$ cat src/rtl/alu_issue_queue_pkg.sv
// Shared types and sizes for the ALU issue queue: renamed register tags,
// bypass bus layout, queue entry and the issue bus to execute.
package alu_issue_queue_pkg;

  localparam int ALU_IQ_DEPTH      = 8;
  localparam int ALU_IQ_NUM_BYPASS = 3;
  localparam int PHY_REG_W         = 6;

  typedef logic [PHY_REG_W-1:0] reg_addr_t;
  typedef logic [31:0]          uint32_t;

  typedef struct packed {
    logic [3:0]  alu_op;
    logic [15:0] imm;
  } decoded_inst_t;

  typedef struct packed {
    logic [3:0] we;
    reg_addr_t  phy_dest;
    uint32_t    value;
  } bypass_bus_t;

  typedef struct packed {
    decoded_inst_t inst;
    reg_addr_t     phy_dest;
    uint32_t       src1_value;
    uint32_t       src2_value;
  } issue_to_execute_bus_t;

  typedef struct packed {
    logic          valid;
    decoded_inst_t inst;
    reg_addr_t     phy_dest;
    reg_addr_t     src1;
    reg_addr_t     src2;
    logic          src1_rdy;
    logic          src2_rdy;
  } iq_entry_t;

  // p0 is hard-wired zero: it is never produced, so it never wakes or forwards.
  function automatic logic bus_hits(bypass_bus_t b, reg_addr_t src);
    return (b.we != 4'h0) && (b.phy_dest == src) && (src != '0);
  endfunction

endpackage

$ cat src/rtl/iq_age_select.sv
// Oldest-first picker: grants the ready entry that has no older ready entry.
// age[i][j]=1 means entry i is younger than entry j.
module iq_age_select #(
  parameter int DEPTH = 8
) (
  input  logic [DEPTH-1:0]            i_ready,
  input  logic [DEPTH-1:0][DEPTH-1:0] i_age,
  output logic [DEPTH-1:0]            o_grant,
  output logic                        o_any_grant
);

  always_comb begin
    o_grant = '0;
    for (int i = 0; i < DEPTH; i++) begin
      o_grant[i] = i_ready[i] && ((i_ready & i_age[i]) == '0);
    end
  end

  assign o_any_grant = |i_ready;

endmodule

$ cat src/rtl/alu_issue_queue.sv
// ALU issue queue: holds renamed ops until both sources are ready, wakes them
// from the bypass buses and issues the oldest ready one with forwarded operands.
module alu_issue_queue
  import alu_issue_queue_pkg::*;
#(
  parameter int DEPTH      = ALU_IQ_DEPTH,
  parameter int NUM_BYPASS = ALU_IQ_NUM_BYPASS
) (
  input  logic                  clk,
  input  logic                  reset,
  input  logic                  flush,
  input  logic                  dispatch_valid,
  output logic                  iq_allowin,
  input  decoded_inst_t         dispatch_inst,
  input  reg_addr_t             dispatch_phy_dest,
  input  reg_addr_t             dispatch_src1,
  input  reg_addr_t             dispatch_src2,
  input  logic                  dispatch_src1_rdy,
  input  logic                  dispatch_src2_rdy,
  input  bypass_bus_t           bypass_bus [NUM_BYPASS],
  output reg_addr_t             rf_raddr1,
  output reg_addr_t             rf_raddr2,
  input  uint32_t               rf_rdata1,
  input  uint32_t               rf_rdata2,
  output logic                  issue_to_alu_valid,
  input  logic                  alu_allowin,
  output issue_to_execute_bus_t issue_inst
);

  localparam int IDX_W = $clog2(DEPTH);

  iq_entry_t                   r_q [DEPTH];
  logic [DEPTH-1:0][DEPTH-1:0] r_age;

  logic [DEPTH-1:0] w_valid, w_ready, w_grant, w_wake1, w_wake2;
  logic             w_any_grant, w_disp_wake1, w_disp_wake2;
  logic             w_dispatch, w_issue;
  logic [IDX_W-1:0] w_alloc_idx, w_sel_idx;
  uint32_t          w_src1_value, w_src2_value;

  always_comb begin
    w_valid      = '0;
    w_ready      = '0;
    w_wake1      = '0;
    w_wake2      = '0;
    w_disp_wake1 = 1'b0;
    w_disp_wake2 = 1'b0;
    for (int i = 0; i < DEPTH; i++) begin
      w_valid[i] = r_q[i].valid;
      w_ready[i] = r_q[i].valid && r_q[i].src1_rdy && r_q[i].src2_rdy;
      for (int b = 0; b < NUM_BYPASS; b++) begin
        if (bus_hits(bypass_bus[b], r_q[i].src1)) w_wake1[i] = 1'b1;
        if (bus_hits(bypass_bus[b], r_q[i].src2)) w_wake2[i] = 1'b1;
      end
    end
    for (int b = 0; b < NUM_BYPASS; b++) begin
      if (bus_hits(bypass_bus[b], dispatch_src1)) w_disp_wake1 = 1'b1;
      if (bus_hits(bypass_bus[b], dispatch_src2)) w_disp_wake2 = 1'b1;
    end
  end

  always_comb begin
    w_alloc_idx = '0;
    for (int i = DEPTH - 1; i >= 0; i--) begin
      if (!w_valid[i]) w_alloc_idx = IDX_W'(i);
    end
  end

  iq_age_select #(.DEPTH(DEPTH)) u_age_select (
    .i_ready     (w_ready),
    .i_age       (r_age),
    .o_grant     (w_grant),
    .o_any_grant (w_any_grant)
  );

  always_comb begin
    w_sel_idx = '0;
    for (int i = 0; i < DEPTH; i++) begin
      if (w_grant[i]) w_sel_idx = IDX_W'(i);
    end
  end

  // A slot freed by this cycle's issue is deliberately not offered to dispatch.
  assign iq_allowin         = !(&w_valid) && !flush;
  assign w_dispatch         = dispatch_valid && iq_allowin;
  assign issue_to_alu_valid = w_any_grant && !flush;
  assign w_issue            = issue_to_alu_valid && alu_allowin;

  assign rf_raddr1 = w_any_grant ? r_q[w_sel_idx].src1 : '0;
  assign rf_raddr2 = w_any_grant ? r_q[w_sel_idx].src2 : '0;

  // Lowest-index bypass bus wins; walk downwards so it is assigned last.
  always_comb begin
    w_src1_value = (rf_raddr1 == '0) ? '0 : rf_rdata1;
    w_src2_value = (rf_raddr2 == '0) ? '0 : rf_rdata2;
    for (int b = NUM_BYPASS - 1; b >= 0; b--) begin
      if (bus_hits(bypass_bus[b], rf_raddr1)) w_src1_value = bypass_bus[b].value;
      if (bus_hits(bypass_bus[b], rf_raddr2)) w_src2_value = bypass_bus[b].value;
    end
  end

  always_comb begin
    issue_inst = '0;
    if (w_any_grant) begin
      issue_inst.inst       = r_q[w_sel_idx].inst;
      issue_inst.phy_dest   = r_q[w_sel_idx].phy_dest;
      issue_inst.src1_value = w_src1_value;
      issue_inst.src2_value = w_src2_value;
    end
  end

  always_ff @(posedge clk or negedge reset) begin
    if (!reset) begin
      for (int i = 0; i < DEPTH; i++) r_q[i] <= '0;
      r_age <= '0;
    end else if (flush) begin
      for (int i = 0; i < DEPTH; i++) r_q[i].valid <= 1'b0;
    end else begin
      for (int i = 0; i < DEPTH; i++) begin
        if (r_q[i].valid && w_wake1[i]) r_q[i].src1_rdy <= 1'b1;
        if (r_q[i].valid && w_wake2[i]) r_q[i].src2_rdy <= 1'b1;
        if (w_issue && w_grant[i])      r_q[i].valid    <= 1'b0;
      end
      if (w_dispatch) begin
        r_q[w_alloc_idx] <= '{valid:    1'b1,
                              inst:     dispatch_inst,
                              phy_dest: dispatch_phy_dest,
                              src1:     dispatch_src1,
                              src2:     dispatch_src2,
                              src1_rdy: dispatch_src1_rdy || w_disp_wake1,
                              src2_rdy: dispatch_src2_rdy || w_disp_wake2};
        // Everything valid now is older than the new entry; nothing is younger.
        r_age[w_alloc_idx] <= w_valid;
        for (int j = 0; j < DEPTH; j++) r_age[j][w_alloc_idx] <= 1'b0;
      end
    end
  end

endmodule

$ cat config.mk
export PLATFORM = sky130hd
export DESIGN_NAME = alu_issue_queue
export DESIGN_NICKNAME = d
export VERILOG_FILES = /design/src/rtl/alu_issue_queue_pkg.sv /design/src/rtl/iq_age_select.sv /design/src/rtl/alu_issue_queue.sv
export SDC_FILE = /design/constraint.sdc
export NUM_CORES = 2
export LEC_CHECK = 0
export ABC_AREA = 1
export CAP_MARGIN = 20
export CORE_ASPECT_RATIO = 1.2
export CORE_UTILIZATION = 25
export CTS_BUF_LIST = sky130_fd_sc_hd__clkbuf_4 sky130_fd_sc_hd__clkbuf_8 sky130_fd_sc_hd__clkbuf_16
export DETAILED_ROUTE_END_ITERATION = 10
export DONT_BUFFER_PORTS = 1
export GPL_TIMING_DRIVEN = 0
export SYNTH_ARGS = -nofsm -noshare
export SYNTH_HDL_FRONTEND = slang
export SYNTH_SLANG_ARGS = --single-unit
$ cat constraint.sdc
create_clock -name clk -period 5.6 [get_ports clk]
set_input_delay 0.84 -clock clk [delete_from_list [all_inputs] [get_ports clk]]
set_output_delay 0.84 -clock clk [all_outputs]
set_load 0.01 [all_outputs]
=== Word-level counts from Yosys, hierarchy flattened ===
Cells that the tools add are included.

* Register bits: 392
* Input port bits: 235
* Output and inout port bits: 104

* Magnitude comparators: 5
* Equal/unequal tests: 60
* Muxes and demuxes: 148
* Bitwise gates (word level): 20
* Reductions and logical operators: 214

{| class="wikitable"
|+ Operators with widths
! cell !! count
|-
| 6-bit == test || 60
|-
| 328-bit bitwise mux || 1
|-
| 328-bit 2-to-1 mux || 1
|-
| 32-bit 2-to-1 mux || 8
|-
| 1-bit logical AND || 174
|-
| 8-bit bitwise AND || 16
|-
| 41-bit binary-select mux with 3-bit select || 1
|-
| 41-bit demux with 3-bit select || 1
|-
| 6-bit nonzero test || 20
|-
| 1-bit 2-to-1 mux || 112
|-
| 90-bit 2-to-1 mux || 1
|-
| 40-bit 2-to-1 mux || 2
|-
| 64-bit bitwise mux || 1
|-
| 8-bit zero test || 8
|-
| 3-bit 2-to-1 mux || 14
|-
| 41-bit 2-to-1 mux || 1
|-
| 8-bit demux with 3-bit select || 1
|-
| 6-bit zero test || 2
|-
| 6-bit 2-to-1 mux || 2
|-
| 4-bit nonzero test || 3
|-
| 4-bit greater-or-equal comparator, second input constant || 2
|-
| 8-bit 2-to-1 mux || 1
|-
| 3-bit NOT with 4-bit output || 2
|-
| 8-bit NOT || 1
|-
| 10 further kinds || 12
|}

=== Logic depth before layout (Yosys ltp) ===
* Depth after elaboration: 24
* Mapped depth: 28
* Gate-level depth less buffers: 26

=== Modules after synthesis ===
Synthesis repeated with hierarchy kept, for this count alone.

* Cell total of the unflattened synthesis: 3699
* Area, all modules: 26499.2 µm²

{| class="wikitable"
|+ Modules (own cells, without submodules)
! module !! instances !! cells each !! area an instance (µm²) !! seq. area each (µm²)
|-
| alu_issue_queue || 1 || 3526 || 25784.7 || 9809.4
|-
| iq_age_select || 1 || 173 || 714.4 || 0.0
|}

=== Least setup slack after synthesis ===
Ideal clock, no wire load.

* Kind: flip-flop to output port
* From: register r_q[122] (netlist name)
* To: output port issue_inst[42] (netlist name)
* Data arrival time: 2.930 ns
* Path slack: 1.830 ns
* Cell stages (with the launch flop): 22
* Path buffers: 4
* Path through: dfrtp_1 > buf_2 > nand3_2 > nor2_1 > nor4_1 > nand2_2 > buf_2 > buf_1 > nand3b_1 > nand3_1 > nand3_1 > nand3_1 > nand2_1 > nand2_1 > nor2_1 > nand2_1 > nor2_2 > nand2_1 > buf_2 > nand2_1 > nand3_1 > a21oi_1

{| class="wikitable"
|+ RTL lines
! what !! line !! source
|-
| from (decl) || alu_issue_queue.sv:32 || <nowiki>iq_entry_t r_q [DEPTH];</nowiki>
|-
| from (signal, indexed assignment) || alu_issue_queue.sv:125 || <nowiki>r_q[w_alloc_idx] <= '{valid: 1'b1,</nowiki>
|-
| to (decl) || alu_issue_queue.sv:27 || <nowiki>output issue_to_execute_bus_t issue_inst</nowiki>
|}

==> results.sh <==
export IMPL_cts_tree="yes"
export IMPL_tightest_slew_ps=1311
export IMPL_synth_top_cell_area_share=0.3756
export IMPL_finalPower_mw=9.777
export IMPL_synth_area_leaders="dfrtp_1 (38%), nand2_1 (11%), o21ai_0 (8.2%), nand3_1 (6.1%), xor2_1 (5.1%)"
export IMPL_die_w_um=297.0
export IMPL_io_pins=339
export IMPL_cp_start_kind="register"
export IMPL_min_period_ps=5478
export IMPL_reg2reg_slack_ps=350
export IMPL_p_leak_nw=13.61
export IMPL_fillers=11474
export IMPL_cts_buffers=44
export IMPL_coreArea_um2=103300
export IMPL_synth_top_family_by_area="simple AND/OR/NAND/NOR gates"
export IMPL_drive_gt1_frac=0.1019
export IMPL_async_flop_share=1.000
export IMPL_gr_total_overflow=0
export IMPL_power_density_nw_per_um2=325.3
export IMPL_critPathMaxStageDelay_ps=460
export IMPL_placedCellCount=5033
export IMPL_crit_fanout=10
export IMPL_seqCellArea_um2=9816
export IMPL_finalSetupViolations=0
export IMPL_grt_most_used_layer="met2"
export IMPL_drv_slew=0
export IMPL_place_congestion=1.019
export IMPL_critPathBufInv=6
export IMPL_h_tree_depth=2
export IMPL_synth_edf_count=0
export IMPL_required_ps=4760
export IMPL_clock_latency_ps=590
export IMPL_synth_area_um2=26120
export IMPL_initial_utilization=0.2528
export IMPL_arrival_ps=4640
export IMPL_ys_warn_count=0
export IMPL_maxClockFrequency_mhz=182.5
export IMPL_vias_per_cell=5.281
export IMPL_cp_common_cell="nand2_1"
export IMPL_drv_cap=0
export IMPL_vias=27174
export IMPL_synth_fa_ha_area_frac=0
export IMPL_netlist_instances=3654
export IMPL_post_synth_top_area_cell="dfrtp_1"
export IMPL_firstDrtPassIters=7
export IMPL_syn_nets=3889
export IMPL_gr_usage_all_layers=0.2309
export IMPL_seq_area_frac_synth=0.3756
export IMPL_nets=3959
export IMPL_clkSinkCount=392
export IMPL_wire_per_inst_um=24.75
export IMPL_fin_ws_ps=121.8
export IMPL_slew_headroom=0.1258
export IMPL_grtUsageMet1=0.2611
export IMPL_finalHoldViolCount=0
export IMPL_drc=0
export IMPL_worst_r2r_cell_count=17
export IMPL_antenna_found_initial=12
export IMPL_multi_input_area_um2=14040
export IMPL_fin_skew_ps=16.32
export IMPL_rows=129
export IMPL_status="finished, final reports clean"
export IMPL_ant_nets=0
export IMPL_synth_ff_type="dfrtp_1"
export IMPL_clk_path_buf_depth=3
export IMPL_stdcell_area_um2=30050
export IMPL_min_path_type="in2async"
export IMPL_drt_iter0_markers=2738
export IMPL_finalCritPeriodShare=0.9782
export IMPL_stdcell_count=5146
export IMPL_yosysUniqueCellTypes=45
export IMPL_grt_pass1_wl_mm=181.8
export IMPL_syn_avg_cell_area_um2=7.147
export IMPL_area_delta_synth_final_pct=15.07
export IMPL_crit_type="reg2out"
export IMPL_synthSimpleGateAreaFrac=0.2801
export IMPL_portBuffers=0
export IMPL_end_kind="output port"
export IMPL_ys_ff_latch=392
export IMPL_wirelength_mm=127.3
export IMPL_pre_cts_slack_ps=-455.2
export IMPL_clkTransAtPathRegs_ps=60
export IMPL_die_h_um=356.1
export IMPL_muxShareOfSynthArea=0
export IMPL_placed_cell_area_um2=27890
export IMPL_grt_pass1_vias=26117
export IMPL_use_met3=0.05378
export IMPL_grt_max_degree=393
export IMPL_cts_root_buf="clkbuf_16"
export IMPL_synth_compound_area_frac=0.1519
export IMPL_use_met2=0.3940
export IMPL_hpwlAfterDp_mm=93.64
export IMPL_synth_xor_area_share=0.09424
export IMPL_irDropWorstVdd_uv=215.8
export IMPL_regToRegStartpoint="r_q[81]"
export IMPL_cpMaxStageDelayCell="dfrtp_2"
export IMPL_die_area_um2=105800
export IMPL_path_delay_family="simple AND/OR/NAND/NOR gates"
[cell usage after synthesis (3+ instances only)]
cell,n
nand3b_1,23
o221ai_1,26
a21oi_1,120
o22ai_1,6
o21ai_1,8
buf_4,3
dfrtp_1,392
nand4_1,107
nand3_1,316
nor3_1,16
xor2_1,151
o211ai_1,6
xnor2_1,130
nand3_2,11
o21ai_0,426
nor2_1,316
buf_2,47
a221oi_1,4
o221a_2,26
buf_1,38
a21oi_2,31
inv_1,279
a22oi_1,18
nor2_2,3
a211oi_1,3
buf_6,7
nor4_1,55
o311ai_0,6
nand2_2,34
clkinv_1,35
clkbuf_2,16
inv_2,14
nand2_1,759
clkbuf_1,206
[power by group]
part	switching, mW	leakage (nW)	internal [mW]
Combinational	2.24	7.71	1.09
Sequential	0.254	5.17	3.27
Clock	1.25	0.721	1.68
[per-layer routing]
layer,vias up,share of wire
met1,13127,0.36
met3,372,0.091
met4,6,0.068
met2,1533,0.48
li1,12136,-
met5,-,0.00027
[logic make-up after synthesis]
| family | Yosys count |
|---|---|
| AND/OR/NAND/NOR | 1648 |
| AO/OA/AOI/OAI | 688 |
| flip-flops | 392 |
| buffers and inverters | 645 |
| XOR/XNOR | 281 |
[area by class of cell]
class / count / area share
repair buffers: 24 / 0.01020
clock inverters: 13 / 0.002998
well taps: 1375 / 0.05725
flip-flops and latches: 392 / 0.3266
inverters: 328 / 0.04143
clock buffers: 66 / 0.04517
diodes: 14 / 0.001166
plain buffers: 317 / 0.04788
multi-input cells: 2617 / 0.4673
[per-stage QoR]
| step | hold slack, ps | TNS, ps | utilization |
|---|---|---|---|
| 2_1_floorplan | 436.5 | 0 | - |
| 3_3_place_gp | 460.4 | -34910 | 0.2695 |
| 3_5_place_dp | 467.9 | -10240 | 0.2700 |
| 4_1_cts | -77.90 | 0 | 0.2866 |
| 5_1_grt | 110.2 | -171.7 | 0.2909 |
| 6_report | 106.1 | 0 | 0.2909 |
[layout by cell type, fill, tap and decap left out, types with 18 or more instances in the layout]
master	Yosys	layout
clkbuf_1	206	188
xnor2_1	130	130
nand2_2	34	37
nand3_1	316	301
buf_1	38	36
nand3b_1	23	23
a21oi_1	120	97
clkbuf_2	16	28
o221a_2	26	26
xor2_1	151	151
clkbuf_16	0	46
a22oi_1	18	18
buf_4	3	26
nor4_1	55	52
nand4_1	107	107
clkbuf_4	0	24
inv_1	279	275
buf_2	47	30
dfrtp_1	392	387
a21oi_2	31	48
nor2_1	316	312
nand3_2	11	23
clkinv_1	35	33
nand2_1	759	756
o221ai_1	26	26
o21ai_0	426	426
[timing repair]
item                       CTS  global route
gates resized for setup     72            66
buffers inserted             4             7
setup endpoints to repair   79            88
pin swaps                    2             6
hold endpoints to repair   378           175
[worst max-delay path by stage]
stage | start | endpoint | depth (start not counted)
global placement | bypass_bus[122] | issue_inst[2] | 7
CTS | r_q[40] | issue_inst[2] | 26
global route | r_q[122] | issue_inst[41] | 27
detailed placement | r_q[40] | issue_inst[55] | 19
finish | r_q[245] | issue_inst[35] | 26
floorplan | r_q[122] | issue_inst[42] | 21
Power figures use the tool's default switching activity.
